$ cat config.mk
export PLATFORM = sky130hd
export DESIGN_NAME = multicycle_control_unit_flat
export DESIGN_NICKNAME = d
export VERILOG_FILES = /design/src/rtl/multicycle_control_unit_if.sv /design/src/rtl/multicycle_control_unit.sv /design/src/flat_wrapper.sv
export SDC_FILE = /design/constraint.sdc
export NUM_CORES = 1
export LEC_CHECK = 0
export ABC_AREA = 0
export BUFFER_PORTS_ARGS = -buffer_cell sky130_fd_sc_hd__clkbuf_2
export CAP_MARGIN = 10
export CORE_MARGIN = 10
export CORE_UTILIZATION = 53
export DETAILED_ROUTE_END_ITERATION = 10
export PLACE_DENSITY = 0.85
export REMOVE_ABC_BUFFERS = 1
export SYNTH_ARGS = -nofsm -noshare
export SYNTH_HDL_FRONTEND = slang
export SYNTH_SLANG_ARGS = --single-unit
$ cat constraint.sdc
create_clock -name clk -period 4.2 [get_ports clk]
set_input_delay 0.21 -clock clk [delete_from_list [all_inputs] [get_ports clk]]
set_output_delay 0.21 -clock clk [all_outputs]
set_load 0.03 [all_outputs]
$ cat src/rtl/multicycle_control_unit_if.sv
// ============================================================================
// Module  : multicycle_control_unit_if
// Purpose : Control strobes and memory handshake between the multicycle
//           control unit and its datapath.
// Rev     : 1.0
// ============================================================================
`default_nettype none

interface multicycle_control_unit_if;
  logic [5:0] opcode;
  logic       mem_ready;
  logic       pc_write;
  logic       pc_write_cond;
  logic       iord;
  logic       mem_req;
  logic       mem_we;
  logic       ir_write;
  logic       reg_dst;
  logic       mem_to_reg;
  logic       reg_write;
  logic       alu_src_a;
  logic [1:0] alu_src_b;
  logic [1:0] alu_op;
  logic [1:0] pc_src;
  logic       illegal_op;
  logic       bus_error;
  logic [3:0] state;

  modport master (
    input  opcode, mem_ready,
    output pc_write, pc_write_cond, iord, mem_req, mem_we, ir_write,
           reg_dst, mem_to_reg, reg_write, alu_src_a, alu_src_b, alu_op,
           pc_src, illegal_op, bus_error, state
  );

  modport slave (
    output opcode, mem_ready,
    input  pc_write, pc_write_cond, iord, mem_req, mem_we, ir_write,
           reg_dst, mem_to_reg, reg_write, alu_src_a, alu_src_b, alu_op,
           pc_src, illegal_op, bus_error, state
  );
endinterface

`default_nettype wire

$ cat src/rtl/multicycle_control_unit.sv
// ============================================================================
// Module  : multicycle_control_unit
// Purpose : Sequencing FSM for a multicycle MIPS datapath with a memory
//           watchdog.
// Rev     : 1.0
// ============================================================================
`default_nettype none

module multicycle_control_unit #(
  parameter int TIMEOUT_CYCLES = 255,
  parameter int CNT_W          = 8
) (
  input  wire logic clk,
  input  wire logic rst,
  multicycle_control_unit_if.master bus
);

  typedef enum logic [3:0] {
    S_IDLE   = 4'd0,
    S_FETCH  = 4'd1,
    S_DECODE = 4'd2,
    S_MEMADR = 4'd3,
    S_MEMRD  = 4'd4,
    S_MEMWB  = 4'd5,
    S_MEMWR  = 4'd6,
    S_EXEC   = 4'd7,
    S_ALUWB  = 4'd8,
    S_BRANCH = 4'd9,
    S_JUMP   = 4'd10,
    S_ADDIEX = 4'd11,
    S_ADDIWB = 4'd12,
    S_FAULT  = 4'd15
  } state_t;

  localparam logic [5:0] OP_RTYPE = 6'b000000;
  localparam logic [5:0] OP_J     = 6'b000010;
  localparam logic [5:0] OP_BEQ   = 6'b000100;
  localparam logic [5:0] OP_ADDI  = 6'b001000;
  localparam logic [5:0] OP_LW    = 6'b100011;
  localparam logic [5:0] OP_SW    = 6'b101011;
  localparam logic [CNT_W-1:0] LAST_WAIT = CNT_W'(TIMEOUT_CYCLES - 1);

  state_t           state_q, state_d;
  logic [CNT_W-1:0] wait_cnt_q, wait_cnt_d;
  logic             bus_error_q, bus_error_d;

  always_ff @(posedge clk or negedge rst) begin
    if (!rst) begin
      state_q     <= S_IDLE;
      wait_cnt_q  <= '0;
      bus_error_q <= 1'b0;
    end else begin
      state_q     <= state_d;
      wait_cnt_q  <= wait_cnt_d;
      bus_error_q <= bus_error_d;
    end
  end

  always_comb begin
    state_d           = state_q;
    wait_cnt_d        = '0;
    bus_error_d       = bus_error_q | (state_q == S_FAULT);
    bus.pc_write      = 1'b0;
    bus.pc_write_cond = 1'b0;
    bus.iord          = 1'b0;
    bus.mem_req       = 1'b0;
    bus.mem_we        = 1'b0;
    bus.ir_write      = 1'b0;
    bus.reg_dst       = 1'b0;
    bus.mem_to_reg    = 1'b0;
    bus.reg_write     = 1'b0;
    bus.alu_src_a     = 1'b0;
    bus.alu_src_b     = 2'b00;
    bus.alu_op        = 2'b00;
    bus.pc_src        = 2'b00;
    bus.illegal_op    = 1'b0;

    // Memory states share one stall policy: ready wins, else count or fault.
    if ((state_q == S_FETCH || state_q == S_MEMRD || state_q == S_MEMWR) &&
        !bus.mem_ready) begin
      if (wait_cnt_q == LAST_WAIT) state_d = S_FAULT;
      else                         wait_cnt_d = wait_cnt_q + CNT_W'(1);
    end

    case (state_q)
      S_IDLE: state_d = S_FETCH;
      S_FETCH: begin
        bus.mem_req   = 1'b1;
        bus.alu_src_b = 2'b01;
        bus.ir_write  = bus.mem_ready;
        bus.pc_write  = bus.mem_ready;
        if (bus.mem_ready) state_d = S_DECODE;
      end
      S_DECODE: begin
        bus.alu_src_b = 2'b11;
        case (bus.opcode)
          OP_LW, OP_SW: state_d = S_MEMADR;
          OP_RTYPE:     state_d = S_EXEC;
          OP_BEQ:       state_d = S_BRANCH;
          OP_J:         state_d = S_JUMP;
          OP_ADDI:      state_d = S_ADDIEX;
          default: begin
            bus.illegal_op = 1'b1;
            state_d        = S_FETCH;
          end
        endcase
      end
      S_MEMADR: begin
        bus.alu_src_a = 1'b1;
        bus.alu_src_b = 2'b10;
        state_d       = (bus.opcode == OP_SW) ? S_MEMWR : S_MEMRD;
      end
      S_MEMRD: begin
        bus.iord    = 1'b1;
        bus.mem_req = 1'b1;
        if (bus.mem_ready) state_d = S_MEMWB;
      end
      S_MEMWB: begin
        bus.mem_to_reg = 1'b1;
        bus.reg_write  = 1'b1;
        state_d        = S_FETCH;
      end
      S_MEMWR: begin
        bus.iord    = 1'b1;
        bus.mem_req = 1'b1;
        bus.mem_we  = 1'b1;
        if (bus.mem_ready) state_d = S_FETCH;
      end
      S_EXEC: begin
        bus.alu_src_a = 1'b1;
        bus.alu_op    = 2'b10;
        state_d       = S_ALUWB;
      end
      S_ALUWB: begin
        bus.reg_dst   = 1'b1;
        bus.reg_write = 1'b1;
        state_d       = S_FETCH;
      end
      S_BRANCH: begin
        bus.alu_src_a     = 1'b1;
        bus.alu_op        = 2'b01;
        bus.pc_src        = 2'b01;
        bus.pc_write_cond = 1'b1;
        state_d           = S_FETCH;
      end
      S_JUMP: begin
        bus.pc_src   = 2'b10;
        bus.pc_write = 1'b1;
        state_d      = S_FETCH;
      end
      S_ADDIEX: begin
        bus.alu_src_a = 1'b1;
        bus.alu_src_b = 2'b10;
        state_d       = S_ADDIWB;
      end
      S_ADDIWB: begin
        bus.reg_write = 1'b1;
        state_d       = S_FETCH;
      end
      S_FAULT: state_d = S_FAULT;
      default: state_d = S_IDLE;
    endcase
  end

  assign bus.bus_error = bus_error_q;
  assign bus.state     = state_q;

endmodule

`default_nettype wire

$ cat src/flat_wrapper.sv
// flat-port wrapper written by rule: the top's interface ports become plain ports
module multicycle_control_unit_flat 
#(
  parameter int TIMEOUT_CYCLES = 255,
  parameter int CNT_W          = 8
)
  (clk, rst, bus_opcode, bus_mem_ready, bus_pc_write, bus_pc_write_cond, bus_iord, bus_mem_req, bus_mem_we, bus_ir_write, bus_reg_dst, bus_mem_to_reg, bus_reg_write, bus_alu_src_a, bus_alu_src_b, bus_alu_op, bus_pc_src, bus_illegal_op, bus_bus_error, bus_state);
  multicycle_control_unit_if bus_i ();
  input  wire logic clk;
  input  wire logic rst;
  input wire logic [$bits(bus_i.opcode)-1:0] bus_opcode;
  input wire logic [$bits(bus_i.mem_ready)-1:0] bus_mem_ready;
  output wire logic [$bits(bus_i.pc_write)-1:0] bus_pc_write;
  output wire logic [$bits(bus_i.pc_write_cond)-1:0] bus_pc_write_cond;
  output wire logic [$bits(bus_i.iord)-1:0] bus_iord;
  output wire logic [$bits(bus_i.mem_req)-1:0] bus_mem_req;
  output wire logic [$bits(bus_i.mem_we)-1:0] bus_mem_we;
  output wire logic [$bits(bus_i.ir_write)-1:0] bus_ir_write;
  output wire logic [$bits(bus_i.reg_dst)-1:0] bus_reg_dst;
  output wire logic [$bits(bus_i.mem_to_reg)-1:0] bus_mem_to_reg;
  output wire logic [$bits(bus_i.reg_write)-1:0] bus_reg_write;
  output wire logic [$bits(bus_i.alu_src_a)-1:0] bus_alu_src_a;
  output wire logic [$bits(bus_i.alu_src_b)-1:0] bus_alu_src_b;
  output wire logic [$bits(bus_i.alu_op)-1:0] bus_alu_op;
  output wire logic [$bits(bus_i.pc_src)-1:0] bus_pc_src;
  output wire logic [$bits(bus_i.illegal_op)-1:0] bus_illegal_op;
  output wire logic [$bits(bus_i.bus_error)-1:0] bus_bus_error;
  output wire logic [$bits(bus_i.state)-1:0] bus_state;
  assign bus_i.opcode = bus_opcode;
  assign bus_i.mem_ready = bus_mem_ready;
  assign bus_pc_write = bus_i.pc_write;
  assign bus_pc_write_cond = bus_i.pc_write_cond;
  assign bus_iord = bus_i.iord;
  assign bus_mem_req = bus_i.mem_req;
  assign bus_mem_we = bus_i.mem_we;
  assign bus_ir_write = bus_i.ir_write;
  assign bus_reg_dst = bus_i.reg_dst;
  assign bus_mem_to_reg = bus_i.mem_to_reg;
  assign bus_reg_write = bus_i.reg_write;
  assign bus_alu_src_a = bus_i.alu_src_a;
  assign bus_alu_src_b = bus_i.alu_src_b;
  assign bus_alu_op = bus_i.alu_op;
  assign bus_pc_src = bus_i.pc_src;
  assign bus_illegal_op = bus_i.illegal_op;
  assign bus_bus_error = bus_i.bus_error;
  assign bus_state = bus_i.state;
  multicycle_control_unit #(.TIMEOUT_CYCLES(TIMEOUT_CYCLES), .CNT_W(CNT_W)) u_core (.clk(clk), .rst(rst), .bus(bus_i));
endmodule
# Yosys cells after proc, flatten, opt, wreduce, memory -nomap -nowiden
# Index checks and enable logic that the tools add are counted.
[totals] word_cells=63 regBits=13 in_bits=9
[op_classes] bitwise=1 muxes=25 reduce_logical=14 n_eq_ne=19 n_addsub=1
[ops] op="4-bit case mux with 9 select lines" n=1
[ops] op="4-bit equality test (second input constant)" n=6
[ops] op="4-bit two-way mux" n=5
[ops] op="4-bit case mux with 5 select lines" n=1
[ops] op="4-bit by 3-bit equality test with 1-bit output (second input constant)" n=4
[ops] op="8-bit two-way mux" n=2
[ops] op="6-bit equality test (second input constant)" n=2
[ops] op="6-bit OR reduction" n=2
[ops] op="1-bit two-way mux" n=11
[ops] op="8-bit by 1-bit adder with 8-bit output (second input constant)" n=1
[ops] op="4-bit by 2-bit equality test with 1-bit output (second input constant)" n=2
[ops] op="8-bit equality test (second input constant)" n=1
[ops] op="2-bit case mux with 2 select lines" n=2
[ops] op="6-bit by 2-bit equality test with 1-bit output (second input constant)" n=1
[ops] op="6-bit by 3-bit equality test with 1-bit output (second input constant)" n=1
[ops] op="6-bit by 4-bit equality test with 1-bit output (second input constant)" n=1
[ops] op="6-bit logical NOT" n=1
[ops] op="2-bit case mux with 3 select lines" n=1
[ops] op="2-bit OR reduction" n=3
[ops] op="3-bit OR reduction" n=2
[ops] op="4-bit by 1-bit equality test with 1-bit output (second input constant)" n=1
[ops] op="4-bit logical NOT" n=1
[ops] op="4-bit OR reduction" n=1
[ops] op="1-bit logical OR" n=2
[ops] op="5 further kinds" n=5

# Longest topological paths before layout
[depth] ltp_word=7 ltp_mapped=6

# Worst setup path after synthesis
# OpenSTA, ideal clock, no wires.
[synth_timing] kind="reg2out" startpoint="register u_core.state_q[3], in the netlist u_core.bus.state[3]" endpoint="output port bus_pc_write" required_time_ns=3.990 n_path_buf=1 slack_ns=1.991 t_arrival_ns=1.999 path_stages_with_launch=5 path_cell_list="dfrtp_1 -> or2_2 -> clkbuf_1 -> nor3_1 -> or2_2"
[synth_between] elab_chain_cells=2 elab_cells_between_ends=3 classes_between="eq/ne (2); mux (1)"
[synth_lines] item="from (decl)" line="multicycle_control_unit.sv:43" source="state_t state_q, state_d;"
[synth_lines] item="from (signal assigned)" line="multicycle_control_unit.sv:53" source="state_q <= state_d;"
[synth_lines] item="4-bit equality test / 4-bit by 1-bit equality test with 1-bit output (equally long branches)" line="multicycle_control_unit.sv:85" source="case (state_q)"
[synth_lines] item="1-bit case mux with 2 select lines *" line="multicycle_control_unit.sv:85"
[synth_lines] item="to (decl)" line="flat_wrapper.sv:13" source="output wire logic [$bits(bus_i.pc_write)-1:0] bus_pc_write;"
# Every way passes the cells marked *; elsewhere a longest branch is shown, timed or not.

# Final worst setup path
[layout_timing] startpoint="register u_core.state_q[0], in the netlist u_core.bus.state[0]" endpoint="output port bus_pc_write"
# The elaborated chain is that of the path after synthesis.

==> results.tsv <==
metric	value	unit
status	complete, no violations	
layout cells sized above 1	28.9	%
critical path class	reg -> out	
R2R Path Start	u_core.bus.state[0]	
via count of the first global-routing pass	936	
number of cells on the worst hold path	3	
count of pins over their slew limit	0	
Clock Latency Late Sink	0.26	ns
fraction of synthesized cell area taken by the top area cell type	33.2	%
y dimension of the die	63.0	µm
worst rel slew slack	61.8	%
vias per inst	5.74	
number of warnings reported in the yosys synthesis log	0	
final worst-path cycle share	48.8	%
part of the Yosys area used for sequential elements	33.2	%
worst hold path startpoint	bus_mem_ready	
number of instances in the placed design	162	
Final min period	2.05	ns
leading cell types in the layout, fill and taps excluded	sky130_fd_sc_hd__clkbuf_2 (30), sky130_fd_sc_hd__nor2_1 (20), sky130_fd_sc_hd__dfrtp_1 (13)	
number of buffers inserted by port buffering	30	
total standard cell area after synthesis	981	µm²
Post-Route Setup TNS	0	ns
H-Tree Depth	1	
number of clock sinks	13	
smallest hold slack	0.290	ns
maximum number of pins on one net before global-route repair	21	
final layout net count	154	
Remaining Overflow, GRT	0	
unrepaired setup endpoints after global routing	no	
Clock Tree Root	sky130_fd_sc_hd__clkbuf_4	
kind of end point of the critical path	output pin	
detailed placer's ending HPWL	2010	µm
number of antenna violations at the first check in global routing	1	
core area	1750	µm²
Highest Clock Rate	488	MHz
starting utilization of the core area	56.2	%
worst endpoint required time	3.99	ns
EDFF count, synth	0	
detailed-router iteration count before antenna repair	4	
dominant cell type by area after synthesis	sky130_fd_sc_hd__dfrtp_1	
remaining routing DRC violations	0	
capture endpoint of the worst hold path	u_core.bus.state[2]	
VDD IR-drop max	0.000334	V
number of synthesized register bits	13	
post-CTS resize count	0	
wire length of the first global-routing pass	4360	µm
startpoint type of the worst setup path	register	
die area	3970	µm²
number of buffers created by CTS	3	
cell types occupying the most area after synthesis	sky130_fd_sc_hd__dfrtp_1 (33%), sky130_fd_sc_hd__nor2_1 (7.7%), sky130_fd_sc_hd__a21oi_1 (3.6%), sky130_fd_sc_hd__xor2_1 (3.6%), sky130_fd_sc_hd__nand3_1 (3.1%)	
class of the worst hold path	in -> reg	
weighted congestion reported at the end of routability-driven placement	0.842	
final hold viol count	0	
power density cells	595	nW/µm²
Netlist cell types	40	
combined area of the multi-input logic cells	569	µm²
count of endpoints failing setup in the final report	0	
final cell count without fillers	168	
TritonCTS clock tree	done	
violation count after the first detailed-route iteration	19	
post-layout worst setup margin	2.15	ns
number of post-CTS setup repair buffers	0	
most common library cell in the layout ignoring fill and taps	sky130_fd_sc_hd__clkbuf_2	
post-route standard cell area excluding fillers	1130	µm²
Top Family by Delay on Critical Path	flip-flops	
pre-CTS setup slack	2.42	ns
worst slew pin tran	0.572	ns
all-layer global routing usage	12.8	%
max-cap check violation count	0	
placed inst area	1090	µm²
critical path, cell by cell	nand2b_1, nor3_1, or2_2, clkbuf_2	
number of primary I/O pins	31	
fillers	151	
Worst Path Buf+Inv	1	
synthesized area per cell	8.38	µm²
Reg clk slew, reported paths	0.08	ns
via count	964	
worst endpoint data arrival time	1.84	ns
crit path max-delay cell type	sky130_fd_sc_hd__dfrtp_1	
Largest stage delay, worst path	0.71	ns
placement row count	15	
asr flop ratio synth	100	%
worst-case register-to-register setup slack	2.37	ns
number of cells on the worst reg-to-reg path	4	
reg2reg end	u_core.wait_cnt_q[3]	
hold buffer count at CTS	1	
area growth from synthesis to layout	15.6	%
largest driver fanout on the critical path	20	
register cell area after layout	325	µm²
remaining antenna violation count after routing	0	
leakage power summed over all cells	0.515	nW
average routed wire per standard cell	15.5	µm
Synth Instances	117	
maximum number of buffers from clock root to sink	2	
Die Width	63.0	µm
most frequently used flop master after synthesis	sky130_fd_sc_hd__dfrtp_1	
worst clock skew	0.00549	ns
Total Wirelength	2600	µm
==> worst min-delay path: cells and delay by family <==
kind	cells	cell delay [ns]
AOI/OAI and AO/OA	2	0.17
buffers and inverters	1	0.14
==> registers in the layout (all words and copies together), names as in the netlist <==
register / count
u_core.bus.state: 4
u_core.wait_cnt_q: 8
u_core.bus.bus_error: 1
==> area by class of cell <==
class | count | area share [%]
inverters | 5 | 1.66
repair buffers | 31 | 14.1
multi-input cells | 89 | 50.2
well taps | 25 | 2.76
flip-flops and latches | 13 | 28.7
diodes | 1 | 0.221
clock buffers | 4 | 2.32
==> stage by stage <==
step           util (%)  total power [mW]
2_1_floorplan         -             0.482
3_3_place_gp       62.7             0.589
3_5_place_dp       62.7             0.601
4_1_cts            64.8             0.678
5_1_grt            64.9             0.720
6_report           64.9             0.675
==> how the worst max path moves through the flow <==
stage	from	cells after the start	endpoint	slack [ns]
2_1_floorplan	u_core.bus.state[0]	2	bus_alu_op[0]	1.82
3_3_place_gp	u_core.bus.state[0]	4	u_core.wait_cnt_q[6]	2.52
3_5_place_dp	u_core.bus.state[0]	4	u_core.wait_cnt_q[3]	2.42
4_1_cts	u_core.bus.state[0]	4	bus_pc_write	2.14
5_1_grt	u_core.bus.state[0]	4	bus_pc_write	1.97
6_report	u_core.bus.state[0]	4	bus_pc_write	2.15
==> cell families (layout without fill, tap and decap cells) <==
group                      after synthesis  count (layout)  synth area share, %
AOI/OAI and AO/OA                       28              28                 21.2
buffers and inverters                   15              40                 8.80
adders and majority gates                3               3                 3.57
and+or+nand+nor                         51              51                 27.0
other                                    0               1                    0
xor gates and xnor gates                 7               7                 6.25
DFF                                     13              13                 33.2
==> synthesized netlist by cell type (2+ instances only) <==
cell type and count:
sky130_fd_sc_hd__a211o_1 2, sky130_fd_sc_hd__a211oi_1 2, sky130_fd_sc_hd__a21oi_1 7, sky130_fd_sc_hd__and3_1 2, sky130_fd_sc_hd__buf_4 4, sky130_fd_sc_hd__buf_6 2
sky130_fd_sc_hd__clkbuf_1 4, sky130_fd_sc_hd__dfrtp_1 13, sky130_fd_sc_hd__ha_1 2, sky130_fd_sc_hd__inv_1 5, sky130_fd_sc_hd__nand2_1 3, sky130_fd_sc_hd__nand2b_1 3
sky130_fd_sc_hd__nand3_1 6, sky130_fd_sc_hd__nand4_1 2, sky130_fd_sc_hd__nor2_1 20, sky130_fd_sc_hd__nor3_1 5, sky130_fd_sc_hd__o21ai_0 4, sky130_fd_sc_hd__o22ai_1 2
sky130_fd_sc_hd__or2_2 2, sky130_fd_sc_hd__or2b_1 2, sky130_fd_sc_hd__xnor2_1 3, sky130_fd_sc_hd__xor2_1 4
==> routing by layer <==
| metal | vias up | track usage, % | wire length, µm |
|---|---|---|---|
| met4 | 0 | 3.91 | 44 |
| met2 | 37 | 20.6 | 1190 |
| met5 | - | 0 | 0 |
| met3 | 4 | 5.02 | 237 |
| met1 | 452 | 15.1 | 1120 |
| li1 | 471 | - | - |
==> where the power goes <==
part	leakage, nW	total (mW)	internal [mW]	switching (mW)
Clock	0.0150	0.0730	0.0367	0.0363
Combinational	0.326	0.390	0.129	0.262
Sequential	0.174	0.211	0.147	0.0644
Total	0.515	0.675	0.312	0.362
(Power assumes the default switching activity.)
